[config.mk]
export PLATFORM = sky130hd
export DESIGN_NAME = div_seq
export DESIGN_NICKNAME = d
export VERILOG_FILES = /design/src/rtl/div_seq.sv
export SDC_FILE = /design/constraint.sdc
export NUM_CORES = 1
export LEC_CHECK = 0
export BUFFER_PORTS_ARGS = -buffer_cell sky130_fd_sc_hd__buf_2
export CORE_AREA = 10 10 167 169
export DETAILED_ROUTE_END_ITERATION = 7
export DIE_AREA = 0 0 177 179
export PLACE_DENSITY = 0.79
export SETUP_SLACK_MARGIN = 0.2
export SLEW_MARGIN = 5
export SYNTH_ARGS = -nofsm -noshare
export SYNTH_HDL_FRONTEND = slang
export SYNTH_SLANG_ARGS = --single-unit
[constraint.sdc]
create_clock -name clk -period 2.8 [get_ports clk]
set_clock_uncertainty 0.1 [all_clocks]
set_input_delay 0 -clock clk [delete_from_list [all_inputs] [get_ports clk]]
set_output_delay 0 -clock clk [all_outputs]
set_load 0.03 [all_outputs]
[src/rtl/div_seq.sv]
// -----------------------------------------------------------------------------
// div_seq -- multi-cycle unsigned restoring divider for the execute stage.
//
// Produces one quotient bit per clock by driving an external, shared,
// purely combinational 64-bit subtractor (sub_a - sub_b -> sub_d, sub_c).
// A request is accepted on start_valid && start_ready. The result is held on
// quotient/remainder/div_by_zero with res_valid until res_valid && res_ready.
//
// Ports:
//   clk, rst        clock; synchronous active-high reset
//   start_valid     request valid
//   start_ready     high only in IDLE
//   dividend        numerator, sampled on accept
//   divisor         denominator, sampled on accept
//   res_valid       result valid (DONE state), held until consumed
//   res_ready       consumer accepts the result
//   quotient        quotient (meaningful while res_valid)
//   remainder       remainder (meaningful while res_valid)
//   div_by_zero     accepted request had divisor == 0
//   busy            high in RUN or DONE
//   sub_a, sub_b    subtractor operands (zero outside RUN)
//   sub_d, sub_c    subtractor difference and carry-out (1 => a >= b)
//
// Latency from the accept edge to res_valid, counting the accept edge as the
// first cycle: 65 cycles for a non-zero divisor, 1 cycle for a zero divisor.
// -----------------------------------------------------------------------------
module div_seq #(
  parameter int WIDTH = 64,
  parameter int CNT_W = 6
) (
  input  logic             clk,
  input  logic             rst,
  input  logic             start_valid,
  output logic             start_ready,
  input  logic [WIDTH-1:0] dividend,
  input  logic [WIDTH-1:0] divisor,
  output logic             res_valid,
  input  logic             res_ready,
  output logic [WIDTH-1:0] quotient,
  output logic [WIDTH-1:0] remainder,
  output logic             div_by_zero,
  output logic             busy,
  output logic [WIDTH-1:0] sub_a,
  output logic [WIDTH-1:0] sub_b,
  input  logic [WIDTH-1:0] sub_d,
  input  logic             sub_c
);

  typedef enum logic [1:0] {
    S_IDLE = 2'b00,
    S_RUN  = 2'b01,
    S_DONE = 2'b10
  } state_t;

  localparam logic [CNT_W-1:0] CNT_LAST = CNT_W'(WIDTH - 1);

  state_t           state_q, state_d;
  logic [CNT_W-1:0] cnt_q,   cnt_d;
  // q_q holds the not-yet-consumed dividend bits in its upper end and the
  // quotient bits shifted in at its lower end; after WIDTH steps it is the
  // complete quotient.
  logic [WIDTH-1:0] q_q,     q_d;
  logic [WIDTH-1:0] d_q,     d_d;
  logic [WIDTH-1:0] rem_q,   rem_d;
  logic             dbz_q,   dbz_d;

  // Partial remainder shifted left with the next dividend bit brought in.
  logic [WIDTH-1:0] tmp;
  // Bit shifted out of the top of the partial remainder: the true partial
  // remainder is WIDTH+1 bits wide, and when this bit is set it necessarily
  // exceeds the divisor, so the subtraction is forced. The WIDTH-bit sub_d is
  // still exact in that case because the true difference is below 2^WIDTH.
  logic             ovf;
  logic             ge;

  assign tmp = {rem_q[WIDTH-2:0], q_q[WIDTH-1]};
  assign ovf = rem_q[WIDTH-1];
  assign ge  = ovf | sub_c;

  // ---------------------------------------------------------------------------
  // Next-state and datapath logic
  // ---------------------------------------------------------------------------
  always_comb begin
    state_d = state_q;
    cnt_d   = cnt_q;
    q_d     = q_q;
    d_d     = d_q;
    rem_d   = rem_q;
    dbz_d   = dbz_q;
    sub_a   = '0;
    sub_b   = '0;

    case (state_q)
      S_IDLE: begin
        if (start_valid) begin
          d_d   = divisor;
          cnt_d = CNT_LAST;
          if (divisor == '0) begin
            // Divide by zero resolves immediately with the conventional
            // all-ones quotient and the dividend as remainder.
            q_d     = '1;
            rem_d   = dividend;
            dbz_d   = 1'b1;
            state_d = S_DONE;
          end else begin
            q_d     = dividend;
            rem_d   = '0;
            dbz_d   = 1'b0;
            state_d = S_RUN;
          end
        end
      end

      S_RUN: begin
        sub_a = tmp;
        sub_b = d_q;
        rem_d = ge ? sub_d : tmp;
        q_d   = {q_q[WIDTH-2:0], ge};
        if (cnt_q == '0) begin
          state_d = S_DONE;
        end else begin
          cnt_d = cnt_q - 1'b1;
        end
      end

      S_DONE: begin
        // Outputs are registers, so they stay stable while res_ready is low.
        if (res_ready) begin
          dbz_d   = 1'b0;
          state_d = S_IDLE;
        end
      end

      default: begin
        // Unused encoding recovers to IDLE.
        state_d = S_IDLE;
      end
    endcase
  end

  // ---------------------------------------------------------------------------
  // State registers
  // ---------------------------------------------------------------------------
  always_ff @(posedge clk) begin
    if (rst) begin
      state_q <= S_IDLE;
      cnt_q   <= '0;
      q_q     <= '0;
      d_q     <= '0;
      rem_q   <= '0;
      dbz_q   <= 1'b0;
    end else begin
      state_q <= state_d;
      cnt_q   <= cnt_d;
      q_q     <= q_d;
      d_q     <= d_d;
      rem_q   <= rem_d;
      dbz_q   <= dbz_d;
    end
  end

  // ---------------------------------------------------------------------------
  // Outputs
  // ---------------------------------------------------------------------------
  assign start_ready = (state_q == S_IDLE);
  assign res_valid   = (state_q == S_DONE);
  assign busy        = (state_q == S_RUN) || (state_q == S_DONE);
  assign quotient    = q_q;
  assign remainder   = rem_q;
  assign div_by_zero = dbz_q;

endmodule

==> qor.yml, run 1 <==
crit_arrival_ns: 2.90
synth_warnings: 0
viasPerCell: 5.743
nNetsFinal: 2010
antenna_found_initial: 6
cts_made_buffers: 23
ys_top_cells_by_area: "dfxtp_1 (39%), and2_1 (7.9%), mux2_2 (7.0%)"
finalCritPeriodShare_pct: 90.67
yosysMostFrequentCell: "dfxtp_1"
dieArea_um2: 31680
fillers: 1848
synth_cells: 1246
relSlewSlack_pct: 34.18
netlist_top_cells_count: "dfxtp_1 (201), nand2_1 (136), and2_1 (129)"
area_growth_pct: 51.09
clock_latency_ns: 0.52
cts_num_sinks: 201
setup-violations-final: 0
ys.flop_type: "dfxtp_1"
clkTransAtPathRegs_ns: 0.06
htree_num_levels: 1
grt_max_degree: 199
core_um2: 24750
die_h_um: 179
gp_congestion: 0.9600
max_slew.worst_pin.slew_ns: 0.9873
max_freq_ghz: 0.3939
async_reset_ff_share_pct: 0
syn_avg_cell_area_um2: 8.239
vdd_drop_max_v: 0.0005439
cts_tree: "yes"
grt_pass1_vias: 12430
synth_top_area_share_pct: 39.20
drv_slew: 0
syn_nets: 1448
ys_ff_latch: 201
seq_area_frac_synth_pct: 39.20
rsz0062_at_grt: "true"
dpl.hpwl_um: 28410
startpoint_type: "primary input"
rows: 58
synth.largest_area_cell: "dfxtp_1"
grt_pass1_wl_um: 70700
layout-drive-gt1-share_pct: 33.81
clockBufferDepth: 3
syn-cell-area_um2: 10270
powerDensity_nw_per_um2: 884.3
dp_cells: 1919
wl_per_cell_um: 21.70
synth_edf_count: 0
status: "finished clean"
post_cts_buffers: 0
cp_data_required_time_ns: 3.17
postRouteAntennaNets: 0
vias: 12420
wl_um: 46910
setup_tns_ns: 0
die_w_um: 177
cap_viol_max_count: 0
hp-class: "in -> reg"
period_needed_ns: 2.539
path_class: "in -> reg"
overflow: 0
first_iter_violations: 1398
final-hold-violation-count: 0
cp-end-kind: "flip-flop"
initial_utilization_pct: 41.49
port-buffer-count: 456
synth.distinct_cells: 41
grt_use_total_pct: 27.39
leakagePower_nw: 6.808
crit_fanout: 66
ios: 457
final_cells: 2162
clk_root_buffer_cell: "clkbuf_16"
drc: 0
dr.pass1.iters: 5
## layer usage
metal  track usage (%)  up-vias  wire (um)  share of wire (%)
met5                 0        -         13              0.028
met4             15.76        2       2700                5.8
met3             8.551      179       5088                 11
met2             45.54      823      22220                 47
met1             30.48     5822      16880                 36
li1                  -     5591          -                  -
## metrics by stage
step / util, % / instance area, um2 / power (mW) / setup WS (ns) / hold WS [ns]
finish: 62.68 / 15510 / 13.72 / 0.2614 / 0.05172
CTS: 62.29 / 15410 / 13.54 / 0.2190 / 0.02720
detailed placement: 51.35 / 12710 / 10.17 / 0.4402 / 0.1606
global placement: 51.35 / 12710 / 10.03 / 0.5250 / 0.1516
global route: 62.66 / 15510 / 14.38 / 0.1610 / 0.09330
floorplan: - / 10270 / 8.273 / 0.5536 / 0.03596
## final timing paths
| path | from | to | slack [ns] | depth (start not counted) |
|---|---|---|---|---|
| setup / recovery | divisor[38] | remainder[63] | 0.26 | 8 |
| hold / removal | rst | cnt_q[4] | 0.05 | 3 |
| setup reg to reg | state_q[0] | remainder[30] | 0.34 | 8 |
| hold reg to reg | d_q[46] | d_q[46] | 0.35 | 2 |
## report_power, final
part | switching (mW) | internal (mW) | leakage, nW
clock | 1.29 | 1.87 | 0.380
combinational | 4.22 | 2.14 | 4.77
sequential | 0.614 | 3.58 | 1.65
## cell families after synthesis
family | Yosys count | synth area share [%]
simple gates | 499 | 25.36
compound gates | 339 | 22.25
buf+inv | 137 | 5.460
fa+ha+maj | 5 | 0.6094
flops | 201 | 39.20
mux | 65 | 7.118
## worst max-delay path, stage by stage
cell	delay [ns]
dlygate4sd3_1	0.54
buf_2	0.14
nor4_2	0.40
nand4_1	0.18
or4_4	0.64
buf_16	0.24
o22ai_1	0.16
dlygate4sd3_1	0.57
## cells in the final DEF, fill, tap and decap left out, drive strengths merged, types with 2 or more instances in the layout
cell type    count
buf            474
dfxtp          201
dlygate4sd3    193
nand2          136
and2           129
nor2            71
a211oi          67
nand3           66
a21oi           65
o21ai           64
a22oi           64
o22ai           64
mux2            64
nand3b          63
clkbuf          31
nor4            18
diode            7
inv              7
clkinv           6
ha               5
nand4            4
nor3             4
a311oi           3
bufinv           3
nand2b           3
o211ai           2
clkinvlp         2
and3b            2
## layout make-up
class	count	area, um2	area share, %
clock inverter	12	143.9	0.9276
sequential	201	4024	25.94
inverter	6	22.52	0.1452
clock buffer	30	631.9	4.074
tap	330	412.9	2.662
antenna	7	17.52	0.1129
timing repair buffer	668	4479	28.88
multi-input combinational	908	5779	37.26
## what timing repair did
action / 4_1_cts / 5_1_grt
hold endpoints to repair: 194 / 0
setup endpoints to repair: 0 / 5
resized for setup: 0 / 8
hold buffers: 193 / 0
## registers in the layout (all words and copies together), names as in the netlist
| name | flops |
|---|---|
| d_q | 64 |
| quotient | 64 |
| remainder | 64 |
| cnt_q | 6 |
| state_q | 2 |
| div_by_zero | 1 |
No activity file was read; power rests on OpenSTA's default activity.
==> run 2, diff against run 1 <==
--- a/config.mk
+++ b/config.mk
@@ -5,11 +5,12 @@
 export SDC_FILE = /design/constraint.sdc
 export NUM_CORES = 1
 export LEC_CHECK = 0
-export BUFFER_PORTS_ARGS = -buffer_cell sky130_fd_sc_hd__buf_2
+export BUFFER_PORTS_ARGS = -buffer_cell sky130_fd_sc_hd__clkbuf_2
 export CORE_AREA = 10 10 167 169
 export DETAILED_ROUTE_END_ITERATION = 7
 export DIE_AREA = 0 0 177 179
-export PLACE_DENSITY = 0.79
+export PLACE_DENSITY = 0.77
+export REMOVE_ABC_BUFFERS = 1
 export SETUP_SLACK_MARGIN = 0.2
 export SLEW_MARGIN = 5
 export SYNTH_ARGS = -nofsm -noshare
==> run 2 against run 1 <==
- critical path depth shrank 1
- clock power is essentially flat
- combinational power grew 5.0%
- final area grew 5.3%
- setup slack lost 0.22 ns
- power grew 2.3%
- maximum frequency shrank 8.1%
- via count grew 4.8%
- routed wire length grew 3.4%
- largest cell class unchanged
- largest power group unchanged
- highest routed layer unchanged
==> qor.yml, run 2 (same netlist as run 1, synthesis figures left out) <==
period_needed_ns: 2.762  # was 2.539 ns
finalCritPeriodShare_pct: 98.65  # was 90.67%
grt_pass1_vias: 12820  # was 12430
leakagePower_nw: 7.096  # was 6.808 nW
setup_tns_ns: 0  # unchanged
drv_slew: 0  # unchanged
clockBufferDepth: 3  # unchanged
cts_tree: "yes"  # unchanged
cp-end-kind: "flip-flop"  # unchanged
dr.pass1.iters: 6  # was 5
cts_made_buffers: 23  # unchanged
first_iter_violations: 1612  # was 1398
rsz0062_at_grt: "true"  # unchanged
vdd_drop_max_v: 0.0005424  # was 0.0005439 V
final_cells: 2238  # was 2162
grt_use_total_pct: 27.36  # was 27.39%
fillers: 1789  # was 1848
status: "finished clean"  # unchanged
grt_max_degree: 129  # was 199
dp_cells: 1921  # was 1919
cp_data_required_time_ns: 3.11  # was 3.17 ns
grt_pass1_wl_um: 70960  # was 70700 um
crit_fanout: 33  # was 66
startpoint_type: "primary input"  # unchanged
viasPerCell: 5.812  # was 5.743
relSlewSlack_pct: 32.15  # was 34.18%
clock_latency_ns: 0.50  # was 0.52 ns
powerDensity_nw_per_um2: 859.2  # was 884.3 nW/um2
cts_num_sinks: 201  # unchanged
clk_root_buffer_cell: "clkbuf_16"  # unchanged
antenna_found_initial: 5  # was 6
nNetsFinal: 2091  # was 2010
worst_slack_ns: 0.03771  # was 0.2614 ns
ios: 457  # unchanged
reg2reg_depth: 8  # unchanged
rows: 58  # unchanged
final-hold-violation-count: 0  # unchanged
gp_congestion: 0.9077  # was 0.9600
die_h_um: 179  # unchanged
path_class: "in -> reg"  # unchanged
vias: 13010  # was 12420
area_growth_pct: 59.10  # was 51.09%
port-buffer-count: 456  # unchanged
overflow: 0  # unchanged
hp-class: "in -> reg"  # unchanged
final_common_cell: "clkbuf_2"  # was buf_2
dp_worst_setup_slack_ns: 0.3306  # was 0.4402 ns
wl_um: 48510  # was 46910 um
min-delay-start: "divisor[28]"  # was rst
finish.utilization_pct: 66.00  # was 62.68%
hold_path_depth: 4  # was 3
hold_path_end: "d_q[28]"  # was cnt_q[4]
r2r_end: "d_q[40]"  # was remainder[30]
clkTransAtPathRegs_ns: 0.06  # about the same
regToRegSetupSlack_ns: 0.30  # was 0.34 ns
crit_arrival_ns: 3.07  # was 2.90 ns
drc: 0  # unchanged
reg2reg_from: "state_q[1]"  # was state_q[0]
postRouteAntennaNets: 0  # unchanged
dieArea_um2: 31680  # unchanged
die_w_um: 177  # unchanged
dpl.hpwl_um: 28330  # was 28410 um
htree_num_levels: 1  # unchanged
setup-violations-final: 0  # unchanged
wl_per_cell_um: 21.67  # was 21.70 um
cap_viol_max_count: 0  # unchanged
layout-drive-gt1-share_pct: 32.90  # was 33.81%
initial_utilization_pct: 41.49  # unchanged
core_um2: 24750  # unchanged
max_freq_ghz: 0.3620  # was 0.3939 GHz
max_slew.worst_pin.slew_ns: 1.018  # was 0.9873 ns
final_cell_mix: "clkbuf_2 (455), dlygate4sd3_1 (260), dfxtp_1 (201)"  # was buf_2 (455), dfxtp_1 (201), dlygate4sd3_1 (193)
-- run 2: changes by cell type in the layout (fill, tap and decap cells not counted), sizes merged --
cell         previous run  this run
clkbuf                 31       489
buf                   474        30
dlygate4sd3           193       260
clkinv                  6         4
clkinvlp                2         0
diode                   7         5
or4                     1         3
inv                     7         6
-- run 2: layer usage --
metal / track usage, % / up-vias / part of all wire, %
li1: - / 5770 / -
met1: 30.71 / 6027 / 36
met2: 46.47 / 934 / 48
met3: 6.571 / 275 / 9.2
met4: 16.18 / 2 / 6.7
met5: 0 / - / 0.025
-- run 2: cell type report --
type	instances	area (um2)	share of cell area [%]
clock inverters	7	110.1	0.6741
well taps	330	412.9	2.528
diodes	5	12.51	0.07660
repair buffers	747	5304	32.47
flip-flops and latches	201	4024	24.64
inverters	6	22.52	0.1379
clock buffers	32	669.4	4.098
multi-input cells	910	5778	35.38
-- run 2: stage by stage --
step | instance area (um2) | power (mW) | hold slack [ns]
2_1_floorplan | 9728 | 8.077 | -0.03535
3_3_place_gp | 12770 | 10.08 | 0.1383
3_5_place_dp | 12770 | 10.19 | 0.1457
4_1_cts | 16150 | 13.74 | 0.1851
5_1_grt | 16330 | 14.67 | 0.2193
6_report | 16330 | 14.03 | 0.2075
-- run 2: repair_timing --
action,in CTS,in global routing
buffers inserted,0,9
setup endpoints to repair,0,120
gates resized for setup,0,6
hold endpoints to repair,194,0
hold buffers,260,0
-- run 2: worst max path at each step --
stage	cells past startpoint	endpoint	slack [ns]	startpoint
global placement	6	quotient[31]	0.36	divisor[27]
floorplan	6	remainder[0]	-6.32	state_q[1]
global route	7	quotient[61]	0.07	divisor[43]
CTS	8	d_q[60]	0.27	state_q[1]
finish	7	quotient[60]	0.04	divisor[43]
detailed placement	6	quotient[31]	0.33	divisor[27]
-- run 2: worst max-delay path: stages --
cell	delay (ns)
dlygate4sd3_1	0.54
clkbuf_2	0.13
nor4_1	0.58
nand4_1	0.17
buf_4	0.21
or4_2	1.10
a211oi_1	0.32
-- run 2: power by group --
group	switching (mW)	leakage [nW]	internal, mW
clock network	1.22	0.388	1.93
registers	0.623	1.65	3.58
logic	4.34	5.06	2.34
total	6.18	7.10	7.85
